## config.mk

```make
export PLATFORM = sky130hd
export DESIGN_NAME = fp_sqrt_iter_flat
export DESIGN_NICKNAME = d
export VERILOG_FILES = /design/src/rtl/fp_pkg.sv /design/src/rtl/fp_sqrt_iter_if.sv /design/src/rtl/fp_lzc.sv /design/src/rtl/fp_sqrt_iter.sv /design/src/flat_wrapper.sv
export SDC_FILE = /design/constraint.sdc
export NUM_CORES = 1
export LEC_CHECK = 0
export ABC_AREA = 1
export BUFFER_PORTS_ARGS = -buffer_cell sky130_fd_sc_hd__buf_2
export CAP_MARGIN = 30
export CORE_MARGIN = 2
export CORE_UTILIZATION = 40
export DETAILED_ROUTE_END_ITERATION = 16
export SYNTH_ARGS = -nofsm -noshare
export SYNTH_HDL_FRONTEND = slang
export SYNTH_SLANG_ARGS = --single-unit
```

## constraint.sdc

```tcl
create_clock -name clk_i -period 6.6 [get_ports clk_i]
set_clock_uncertainty 0.05 [all_clocks]
set_input_delay 1.32 -clock clk_i [delete_from_list [all_inputs] [get_ports clk_i]]
set_output_delay 1.32 -clock clk_i [all_outputs]
set_load 0.03 [all_outputs]
```

## src/rtl/fp_pkg.sv

```systemverilog
// rtl/fp_pkg.sv - shared floating-point formats, sqrt FSM states and result record
// Ports: none (package). Provides fp_format_e, exp_bits/man_bits, GUARD_BITS,
//        sqrt_state_e and sqrt_iter_res_t.
package fp_pkg;

   typedef enum logic [1:0] {
      FP16 = 2'd0,
      FP32 = 2'd1,
      FP64 = 2'd2
   } fp_format_e;

   // Root bits kept beyond the stored fraction: the hidden bit and the round bit.
   localparam int GUARD_BITS = 2;

   typedef enum logic [1:0] {
      IDLE = 2'd0,
      NORM = 2'd1,
      ITER = 2'd2,
      DONE = 2'd3
   } sqrt_state_e;

   // Sized for the widest format so one record type serves every instance.
   localparam int RES_EXP_W  = 11;
   localparam int RES_MANT_W = 53;

   typedef struct packed {
      logic                  sign;
      logic [RES_EXP_W-1:0]  exp;
      logic [RES_MANT_W-1:0] mant;
      logic [1:0]            rs;
   } sqrt_iter_res_t;

   function automatic int exp_bits(input fp_format_e f);
      case (f)
         FP16:    return 5;
         FP64:    return 11;
         default: return 8;
      endcase
   endfunction

   function automatic int man_bits(input fp_format_e f);
      case (f)
         FP16:    return 10;
         FP64:    return 52;
         default: return 23;
      endcase
   endfunction

endpackage

```

## src/rtl/fp_sqrt_iter_if.sv

```systemverilog
// rtl/fp_sqrt_iter_if.sv - start/operand/result bundle of the iterative square root
// Ports (signals): start_i, a_i (requester to datapath); busy_o, done_o, sign_o,
//                  exp_o, mant_o, rs_o (datapath to requester).
// Modports: master (requester side), slave (fp_sqrt_iter side).
interface fp_sqrt_iter_if import fp_pkg::*; #(
   parameter fp_format_e FP_FORMAT = FP32
);
   localparam int EXP_WIDTH  = exp_bits(FP_FORMAT);
   localparam int MANT_WIDTH = man_bits(FP_FORMAT);
   localparam int FP_WIDTH   = 1 + EXP_WIDTH + MANT_WIDTH;

   logic                  start_i;
   logic [FP_WIDTH-1:0]   a_i;
   logic                  busy_o;
   logic                  done_o;
   logic                  sign_o;
   logic [EXP_WIDTH-1:0]  exp_o;
   logic [MANT_WIDTH:0]   mant_o;
   logic [1:0]            rs_o;

   modport master (
      output start_i, a_i,
      input  busy_o, done_o, sign_o, exp_o, mant_o, rs_o
   );

   modport slave (
      input  start_i, a_i,
      output busy_o, done_o, sign_o, exp_o, mant_o, rs_o
   );
endinterface

```

## src/rtl/fp_lzc.sv

```systemverilog
// rtl/fp_lzc.sv - combinational leading-zero counter
// Ports: in_bits (WIDTH) vector to scan; lz (CNT_W) number of leading zeros,
//        equal to WIDTH when in_bits is all zero.
module fp_lzc #(
   parameter int WIDTH = 24,
   parameter int CNT_W = $clog2(WIDTH + 1)
) (
   input  logic [WIDTH-1:0] in_bits,
   output logic [CNT_W-1:0] lz
);
   // Ascending scan: the last hit is the most significant set bit.
   always_comb begin
      lz = CNT_W'(WIDTH);
      for (int i = 0; i < WIDTH; i++) begin
         if (in_bits[i]) lz = CNT_W'(WIDTH - 1 - i);
      end
   end
endmodule

```

## src/rtl/fp_sqrt_iter.sv

```systemverilog
// rtl/fp_sqrt_iter.sv - iterative restoring square root of a positive finite operand
// Ports: clk_i clock; reset_i asynchronous active-low reset;
//        io (fp_sqrt_iter_if.slave): start_i/a_i request, busy_o/done_o status,
//        sign_o/exp_o/mant_o/rs_o unrounded result held between done_o pulses.
// Macro: FP_SQRT_RADIX4_EN retires two root bits per ITER cycle.
module fp_sqrt_iter import fp_pkg::*; #(
   parameter fp_format_e FP_FORMAT = FP32
) (
   input  logic           clk_i,
   input  logic           reset_i,
   fp_sqrt_iter_if.slave  io
);
   localparam int EXP_WIDTH  = exp_bits(FP_FORMAT);
   localparam int MANT_WIDTH = man_bits(FP_FORMAT);
   localparam int FP_WIDTH   = 1 + EXP_WIDTH + MANT_WIDTH;
   localparam int BIAS       = 2**(EXP_WIDTH-1) - 1;
   localparam int N          = MANT_WIDTH + GUARD_BITS;
`ifdef FP_SQRT_RADIX4_EN
   localparam int ITERS      = (N + 1) / 2;
   localparam int RW         = 2 * ITERS;
`else
   localparam int ITERS      = N;
   localparam int RW         = N;
`endif
   // Root bits computed beyond N; nonzero only when radix-4 runs an odd N.
   localparam int PAD        = RW - N;
   localparam int E_W        = EXP_WIDTH + 2;
   localparam int CNT_W      = $clog2(ITERS + 1);
   localparam int LZ_W       = $clog2(MANT_WIDTH + 2);

   typedef struct packed {
      logic [RW+1:0]   rem;
      logic [RW-1:0]   root;
      logic [2*RW-1:0] rad;
   } iter_t;

   // One restoring digit: bring down a radicand pair, try subtracting {root,01}.
   function automatic iter_t sqrt_step(input iter_t s);
      iter_t         o;
      logic [RW+3:0] sh;
      logic [RW+3:0] cmp;
      logic          ge;
      sh     = {s.rem, s.rad[2*RW-1 -: 2]};
      cmp    = {2'b00, s.root, 2'b01};
      ge     = (sh >= cmp);
      o.rem  = ge ? (RW+2)'(sh - cmp) : sh[RW+1:0];
      o.root = {s.root[RW-2:0], ge};
      o.rad  = {s.rad[2*RW-3:0], 2'b00};
      return o;
   endfunction

   sqrt_state_e           state_q, state_d;
   logic [FP_WIDTH-1:0]   a_q;
   iter_t                 it_q, nxt;
   logic [CNT_W-1:0]      cnt_q;
   logic [EXP_WIDTH-1:0]  exp_hold_q;
   logic                  sign_q;
   logic [EXP_WIDTH-1:0]  exp_q;
   logic [MANT_WIDTH:0]   mant_q;
   logic [1:0]            rs_q;

   logic [EXP_WIDTH-1:0]  a_exp;
   logic [MANT_WIDTH-1:0] a_man;
   logic [LZ_W-1:0]       lz;
   logic                  is_sub, is_zero, accept, sticky;
   logic [MANT_WIDTH:0]   sig_m;
   logic [N-1:0]          sig_n;
   logic signed [E_W-1:0] e_unb, e_even;
   logic [EXP_WIDTH-1:0]  exp_n;

   assign a_exp  = a_q[FP_WIDTH-2 -: EXP_WIDTH];
   assign a_man  = a_q[MANT_WIDTH-1:0];
   assign accept = io.start_i && ((state_q == IDLE) || (state_q == DONE));

   fp_lzc #(.WIDTH(MANT_WIDTH + 1), .CNT_W(LZ_W)) u_lzc (
      .in_bits ({1'b0, a_man}),
      .lz      (lz)
   );

   // Normalise, then make the exponent even so it halves exactly; the odd
   // case moves one factor of two into the significand instead.
   always_comb begin
      is_sub  = (a_exp == '0);
      is_zero = is_sub && (a_man == '0);
      if (is_sub) begin
         sig_m = {1'b0, a_man} << lz;
         e_unb = E_W'(1) - E_W'(BIAS) - E_W'(lz);
      end else begin
         sig_m = {1'b1, a_man};
         e_unb = E_W'(a_exp) - E_W'(BIAS);
      end
      if (e_unb[0]) begin
         sig_n  = {sig_m, 1'b0};
         e_even = e_unb - E_W'(1);
      end else begin
         sig_n  = {1'b0, sig_m};
         e_even = e_unb;
      end
      exp_n = is_zero ? '0 : EXP_WIDTH'(($signed(e_even) >>> 1) + E_W'(BIAS));
   end

`ifdef FP_SQRT_RADIX4_EN
   assign nxt = sqrt_step(sqrt_step(it_q));
`else
   assign nxt = sqrt_step(it_q);
`endif

   // With a padding root bit, that bit only ever contributes to sticky.
   assign sticky = (|nxt.rem) | ((PAD != 0) & nxt.root[0]);

   always_comb begin
      state_d = state_q;
      case (state_q)
         IDLE:    if (io.start_i) state_d = NORM;
         NORM:    state_d = ITER;
         ITER:    if (cnt_q == '0) state_d = DONE;
         DONE:    state_d = io.start_i ? NORM : IDLE;
         default: state_d = IDLE;
      endcase
   end

   always_ff @(posedge clk_i or negedge reset_i) begin
      if (!reset_i) state_q <= IDLE;
      else          state_q <= state_d;
   end

   always_ff @(posedge clk_i or negedge reset_i) begin
      if (!reset_i) begin
         a_q        <= '0;
         it_q       <= '0;
         cnt_q      <= '0;
         exp_hold_q <= '0;
         sign_q     <= 1'b0;
         exp_q      <= '0;
         mant_q     <= '0;
         rs_q       <= 2'b00;
      end else begin
         if (accept) a_q <= io.a_i;
         case (state_q)
            NORM: begin
               it_q       <= '{rem: '0, root: '0, rad: {sig_n, {(2*RW-N){1'b0}}}};
               cnt_q      <= CNT_W'(ITERS - 1);
               exp_hold_q <= exp_n;
            end
            ITER: begin
               it_q <= nxt;
               if (cnt_q != '0) begin
                  cnt_q <= cnt_q - CNT_W'(1);
               end else begin
                  // Result registers load only on the step that enters DONE.
                  sign_q <= a_q[FP_WIDTH-1];
                  exp_q  <= exp_hold_q;
                  mant_q <= nxt.root[RW-1 -: MANT_WIDTH+1];
                  rs_q   <= {nxt.root[PAD], sticky};
               end
            end
            default: ;
         endcase
      end
   end

   assign io.busy_o = (state_q == NORM) || (state_q == ITER);
   assign io.done_o = (state_q == DONE);
   assign io.sign_o = sign_q;
   assign io.exp_o  = exp_q;
   assign io.mant_o = mant_q;
   assign io.rs_o   = rs_q;
endmodule
```

## src/flat_wrapper.sv

```systemverilog
// flat-port wrapper written by rule: the top's interface ports become plain ports
module fp_sqrt_iter_flat import fp_pkg::*;
#(
   parameter fp_format_e FP_FORMAT = FP32
)
  (clk_i, reset_i, io_start_i, io_a_i, io_busy_o, io_done_o, io_sign_o, io_exp_o, io_mant_o, io_rs_o);
  fp_sqrt_iter_if #(.FP_FORMAT(FP_FORMAT)) io_i ();
  input  logic clk_i;
  input  logic reset_i;
  input wire logic [$bits(io_i.start_i)-1:0] io_start_i;
  input wire logic [$bits(io_i.a_i)-1:0] io_a_i;
  output wire logic [$bits(io_i.busy_o)-1:0] io_busy_o;
  output wire logic [$bits(io_i.done_o)-1:0] io_done_o;
  output wire logic [$bits(io_i.sign_o)-1:0] io_sign_o;
  output wire logic [$bits(io_i.exp_o)-1:0] io_exp_o;
  output wire logic [$bits(io_i.mant_o)-1:0] io_mant_o;
  output wire logic [$bits(io_i.rs_o)-1:0] io_rs_o;
  assign io_i.start_i = io_start_i;
  assign io_i.a_i = io_a_i;
  assign io_busy_o = io_i.busy_o;
  assign io_done_o = io_i.done_o;
  assign io_sign_o = io_i.sign_o;
  assign io_exp_o = io_i.exp_o;
  assign io_mant_o = io_i.mant_o;
  assign io_rs_o = io_i.rs_o;
  fp_sqrt_iter #(.FP_FORMAT(FP_FORMAT)) u_core (.clk_i(clk_i), .reset_i(reset_i), .io(io_i));
endmodule
```

==> Word-level counts from Yosys, hierarchy flattened <==
Cells that the tools add are included.
{ "totals": {"output_inout_bits": 37, "reg_bits": 184} }
{ "classes": {"bitwise": 1, "n_addsub": 6, "n_lt_le_gt_ge": 1, "mux": 36, "n_eq_ne": 6, "n_reduce_logical": 14, "shifts": 1} }
{ "op_table": {"columns": ["op", "count"], "rows": [
  ["$pmux 102 s2", 1],
  ["$mux 5", 23],
  ["$ge 29x27->1", 1],
  ["$mux 27", 1],
  ["$reduce_or 27->1", 1],
  ["$sub 27x27->27", 1],
  ["$mux 25", 1],
  ["$mux 24", 1],
  ["$shl 23x5->24", 1],
  ["$logic_not 23->1", 1],
  ["$mux 9", 2],
  ["$pmux 5 s2", 1],
  ["$sub 8x6->9 const A", 1],
  ["$sub 8x7->9 const B", 1],
  ["$sub 9x2->9 const B", 1],
  ["$add 8x8->8 const B", 1],
  ["$logic_not 8->1", 1],
  ["$mux 8", 1],
  ["$pmux 2 s4", 1],
  ["$reduce_and 2->1", 3],
  ["$logic_not 5->1", 1],
  ["$reduce_bool 5->1", 1],
  ["$sub 5x1->5 const B", 1],
  ["$eq 2x2->1 const B", 2],
  ["11 further kinds", 15]
]} }

==> Longest topological paths before layout <==
{ "depth": {"word_depth": 29, "depth_mapped": 35, "mapped_depth_nobuf": 35} }

==> By module <==
A second synthesis with hierarchy kept.
{ "unflattened": {"hier_cells": 1624, "hier_area_um2": 10998.0} }
{ "by_module_without_submodules": {"columns": ["mod", "cells_per_inst", "area_per_inst_um2", "n_inst"], "rows": [
  ["fp_sqrt_iter", 1550, 10684.0, 1],
  ["fp_lzc", 74, 314.1, 1]
]} }

==> Worst setup path before layout <==
No wires, ideal clock.
{ "synth_path": {"path_kind": "reg2reg", "start": "reg u_core.a_q[2]", "end": "reg u_core.exp_hold_q[7]", "arrival_time_ps": 2712, "n_path_buf": 1, "period_less_slack_ps": 2889, "path_stages_with_launch": 34, "required_ps": 6423, "slack_ps": 3711, "setup_ps": 127, "path_cell_list": "dfrtp_1 inv_2 nand2_1 nand2_1 nand2_1 nand2_1 nand2_1 nand2_1 nand2_1 nand2_1 nand2_1 nand2_1 nand2_1 nand2_1 nand2_1 nand2_1 nand2_1 nand2_1 nand2_1 nand2_1 nand2_2 nand2_4 nand2_4 buf_6 ha_1 inv_1 o21ai_0 inv_1 nor2_1 nand3_1 nor2_2 nand3_1 nand2_1 o21ai_0"} }
{ "synth_via": {"elab_chain_len": 27, "elab_cells_between_ends": 29, "classes_between": "3 x add/sub; 24 x mux; 2 x reduce/logical"} }
{ "synth_lines": {"columns": ["item", "line", "source"], "rows": [
  ["start, declared", "fp_sqrt_iter.sv:53", "logic [FP_WIDTH-1:0] a_q;"],
  ["start signal, assigned", "fp_sqrt_iter.sv:138", "if (accept) a_q <= io.a_i;"],
  ["$mux 5 (21 in a row)", "fp_lzc.sv:15", "if (in_bits[i]) lz = CNT_W'(WIDTH - 1 - i);"],
  ["$sub 8x6->9", "fp_sqrt_iter.sv:87", "e_unb = E_W'(1) - E_W'(BIAS) - E_W'(lz);"],
  ["$mux 9", "fp_sqrt_iter.sv:85", "if (is_sub) begin"],
  ["$sub 9x2->9", "fp_sqrt_iter.sv:94", "e_even = e_unb - E_W'(1);"],
  ["$mux 9", "fp_sqrt_iter.sv:92", "if (e_unb[0]) begin"],
  ["$add 8x8->8", "fp_sqrt_iter.sv:99", "exp_n = is_zero ? '0 : EXP_WIDTH'(($signed(e_even) >>> 1) + E_W'(BIAS));"],
  ["$mux 8 (*)", "fp_sqrt_iter.sv:99", null],
  ["end signal, assigned", "fp_sqrt_iter.sv:143", "exp_hold_q <= exp_n;"],
  ["end, declared", "fp_sqrt_iter.sv:56", "logic [EXP_WIDTH-1:0] exp_hold_q;"]
]} }
Every way passes the cells marked *; elsewhere a longest branch is shown, timed or not.
A chain may end at the register's enable or synchronous reset.

==> Worst setup path in the final report <==
{ "layout_path": {"start": "reg u_core.it_q[50] in the netlist's numbering", "end": "reg u_core.rs_q[0], in the netlist u_core.io.rs_o[0]"} }
{ "layout_via": {"elab_chain_len": 3, "elab_cells_between_ends": 4, "classes_between": "1 x add/sub; 1 x order compare; 1 x mux; 1 x reduce/logical"} }
{ "layout_lines": {"columns": ["item", "line", "source"], "rows": [
  ["start, declared", "fp_sqrt_iter.sv:54", "iter_t it_q, nxt;"],
  ["start signal, assigned", "fp_sqrt_iter.sv:141", "it_q <= '{rem: '0, root: '0, rad: {sig_n, {(2*RW-N){1'b0}}}};"],
  ["start signal, assigned", "fp_sqrt_iter.sv:146", "it_q <= nxt;"],
  ["$sub 27x27->27 / $ge 29x27->1 (equally long branches)", "fp_sqrt_iter.sv:46, fp_sqrt_iter.sv:45", null],
  ["$mux 27 (*)", "fp_sqrt_iter.sv:46", "o.rem = ge ? (RW+2)'(sh - cmp) : sh[RW+1:0];"],
  ["$reduce_or 27->1 (*)", "fp_sqrt_iter.sv:109", "assign sticky = (|nxt.rem) | ((PAD != 0) & nxt.root[0]);"],
  ["end signal, assigned", "fp_sqrt_iter.sv:154", "rs_q <= {nxt.root[PAD], sticky};"],
  ["end, declared", "fp_sqrt_iter.sv:60", "logic [1:0] rs_q;"]
]} }
Marked as above.

==> impl_metrics.ini <==
[critical_path]
cp-start-kind = flip-flop
endpoint = u_core.io.rs_o[0]
cpPeakStageDelay_ns = 0.71
cp_common_cell = nand2_1
startpoint = u_core.it_q[50]
rr_worst_depth = 24
worstSetupEndpointType = flip-flop
rr_endpoint = u_core.io.rs_o[0]
crit_chain = inv_1 -> ha_1 -> o21ai_1 -> nand2_1 -> nand2_1 -> nand2_1 -> a21oi_1 -> o21bai_1 -> nand2_1 -> nand2_1 -> nand2_1 -> nand2_1 -> nand2_1 -> nand2_2 -> nand4_1 -> nand3_2 -> inv_1 -> o21ai_0 -> nor2_1 -> nand3_1 -> nor2_1 -> nand2_1 -> nor2_1 -> nor2_1
critPathRequiredTime_ns = 6.88
cp_max_fo = 41
worstPathArrival_ns = 4.44
reg2reg_setup_slack_ns = 2.44
path_class = flip-flop to flip-flop
r2r_start = u_core.it_q[50]
slowest_stage = inv_1

[route]
vias = 9114
avgRoutedWirePerCell_microns = 15.1
routed_wl_mm = 26.4
drc = 0
viasPerCell = 5.23
dr.pass1.iters = 5
antenna_left = 0
drtIter0Drc = 662

[clocking]
cts_buffer_depth = 2
clock_latency_ns = 0.44
cts_sinks = 159
cts_tree = built
htree_levels = 4
post-cts-setup-buffer-count = 0
root_buffer = clkbuf_16
clkTransAtPathRegs_ns = 0.07
hold_buffers = 0
cts_buffers = 17
cts_resized = 0

[timing]
timing.hold.ws_ns = 0.418
slew_headroom = 0.339
max_freq_ghz = 0.240
hold_viol = 0
worstMarginPinSlew_ns = 0.989
tns_ns = 0
finalCritPeriodShare = 0.631
finalSetupViolCount = 0
drv_slew = 0
rsz0062_at_grt = no
period_minus_slack_ns = 4.16
fin_ws_ns = 2.44

[run]
maxCapViolations = 0

[global_route]
grt_first_pass_wirelength_mm = 44.9
grt_use_total = 0.212
antenna_found_initial = 0
grt_pass1_vias = 8910
grt_max_degree = 99
grt.overflow.total = 0

[pwr]
ir_drop_uv = 341
p_per_area_nw_per_um2 = 616
power_mw = 6.87
p_leak_nw = 5.56

[floorplanning]
die_h_microns = 162
dieArea_sq_um = 26100
die_w_microns = 162
io_pins = 72
rows = 57
core_area_sq_um = 24400
start_util = 0.408

[synth]
yosysSeqAreaShare = 0.400
avgSynthCellArea_sq_um = 7.26
synth.top_cell.area_share = 0.400
yosys_warnings = 0
synth_top_area_cell = dfrtp_1
syn_area_sq_um = 9940
synthTopCellsByArea = dfrtp_1, nand2_1, nand3_1, inv_1, ha_1
synth_flop_cell = dfrtp_1
ys_types = 48
async_flop_share = 1.00
synth_seq_cells = 159
postSynthCellCount = 1369
synth_edf_count = 0
syn_nets = 1442

[hold_path]
min_path_type = flip-flop to flip-flop
whs_path_depth = 2

[final_layout]
multiInputGateArea_sq_um = 5130
layout_commonest_cell = nand2_1
area_delta_synth_final_pct = 12.2
fin_cells = 1743
antenna_cells = 0
nNetsFinal = 1479
final_cell_mix = nand2_1, nand3_1, dfrtp_1
regArea_sq_um = 3980
drive_above_1_share = 0.111
nFillCells = 2475

[placed_design]
gp_congestion = 0.906
io_buffers = 71
dpl.hpwl_mm = 18.7
dp.cells = 1710
dp_slack_ns = 2.37

[outcome]
outcome = complete, no violations
## per-layer routing
layer,vias up,global-route usage,wire [microns]
met5,-,0,0
met4,0,0.0648,560
met3,46,0.0321,1010
met2,204,0.357,12600
met1,4249,0.281,12200
li1,4615,-,-
## power by group
part | leakage, nW | internal, mW | total (mW) | switching [mW]
logic | 3.31 | 1.39 | 4.27 | 2.88
registers | 1.94 | 1.30 | 1.54 | 0.239
clock network | 0.306 | 0.591 | 1.06 | 0.474
total | 5.56 | 3.28 | 6.87 | 3.59
## critical path: cells and delay by family, from the launching register on
family,cells,cell delay (ns)
buffers and inverters,2,0.83
AO/OA/AOI/OAI,4,0.54
AND/OR/NAND/NOR,17,1.98
flip-flops,1,0.36
adder cells (fa/ha/maj),1,0.28
## layout make-up
class	count	area share
sequential	159	0.357
multi-input combinational	998	0.460
clock buffer	18	0.0394
clock inverter	14	0.0169
tap	324	0.0364
inverter	150	0.0505
timing repair buffer	80	0.0399
## metrics by stage
step                      area (sq um)   util
after floorplan                   9940      -
after global placement           10500  0.430
after detailed placement         10500  0.431
after CTS                        11100  0.456
after global routing             11200  0.457
final                            11200  0.457
## cell families (layout without fill, tap and decap cells)
family,after synthesis,after routing,share of synthesized area
and+or+nand+nor,667,667,0.292
AOI/OAI and AO/OA,259,259,0.144
buffers and inverters,212,262,0.0841
DFF,159,159,0.400
adders and majority gates,38,38,0.0478
xor gates and xnor gates,27,27,0.0238
muxes,7,7,0.00768
## synthesized netlist by cell type (6+ instances only)
master,number
o21ai_0,89
dfrtp_1,159
o22ai_1,39
inv_2,6
o21ai_1,14
buf_1,11
clkbuf_1,38
xor2_1,21
nand4_1,15
nor4_1,7
ha_1,38
buf_2,8
nor2_1,80
xnor2_1,6
a21oi_1,86
a31oi_1,7
or2_2,16
inv_1,142
nand3_1,182
nand2_1,346
## how the worst min path moves through the flow
stage,end,startpoint
after floorplan,u_core.io.sign_o,u_core.a_q[31]
after global placement,u_core.io.sign_o,u_core.io.sign_o
after detailed placement,u_core.io.sign_o,u_core.io.sign_o
after CTS,u_core.io.sign_o,u_core.io.sign_o
after global routing,u_core.io.sign_o,u_core.a_q[31]
final,u_core.io.exp_o[6],u_core.io.exp_o[6]
## sequential cells by signal, indices dropped and copies added (netlist names)
register           cells
u_core.io.exp_o        8
u_core.it_q           77
u_core.a_q            32
u_core.exp_hold_q      8
u_core.io.mant_o      24
u_core.cnt_q           5
u_core.io.rs_o         2
u_core.state_q         2
u_core.io.sign_o       1
(Power assumes the default switching activity.)
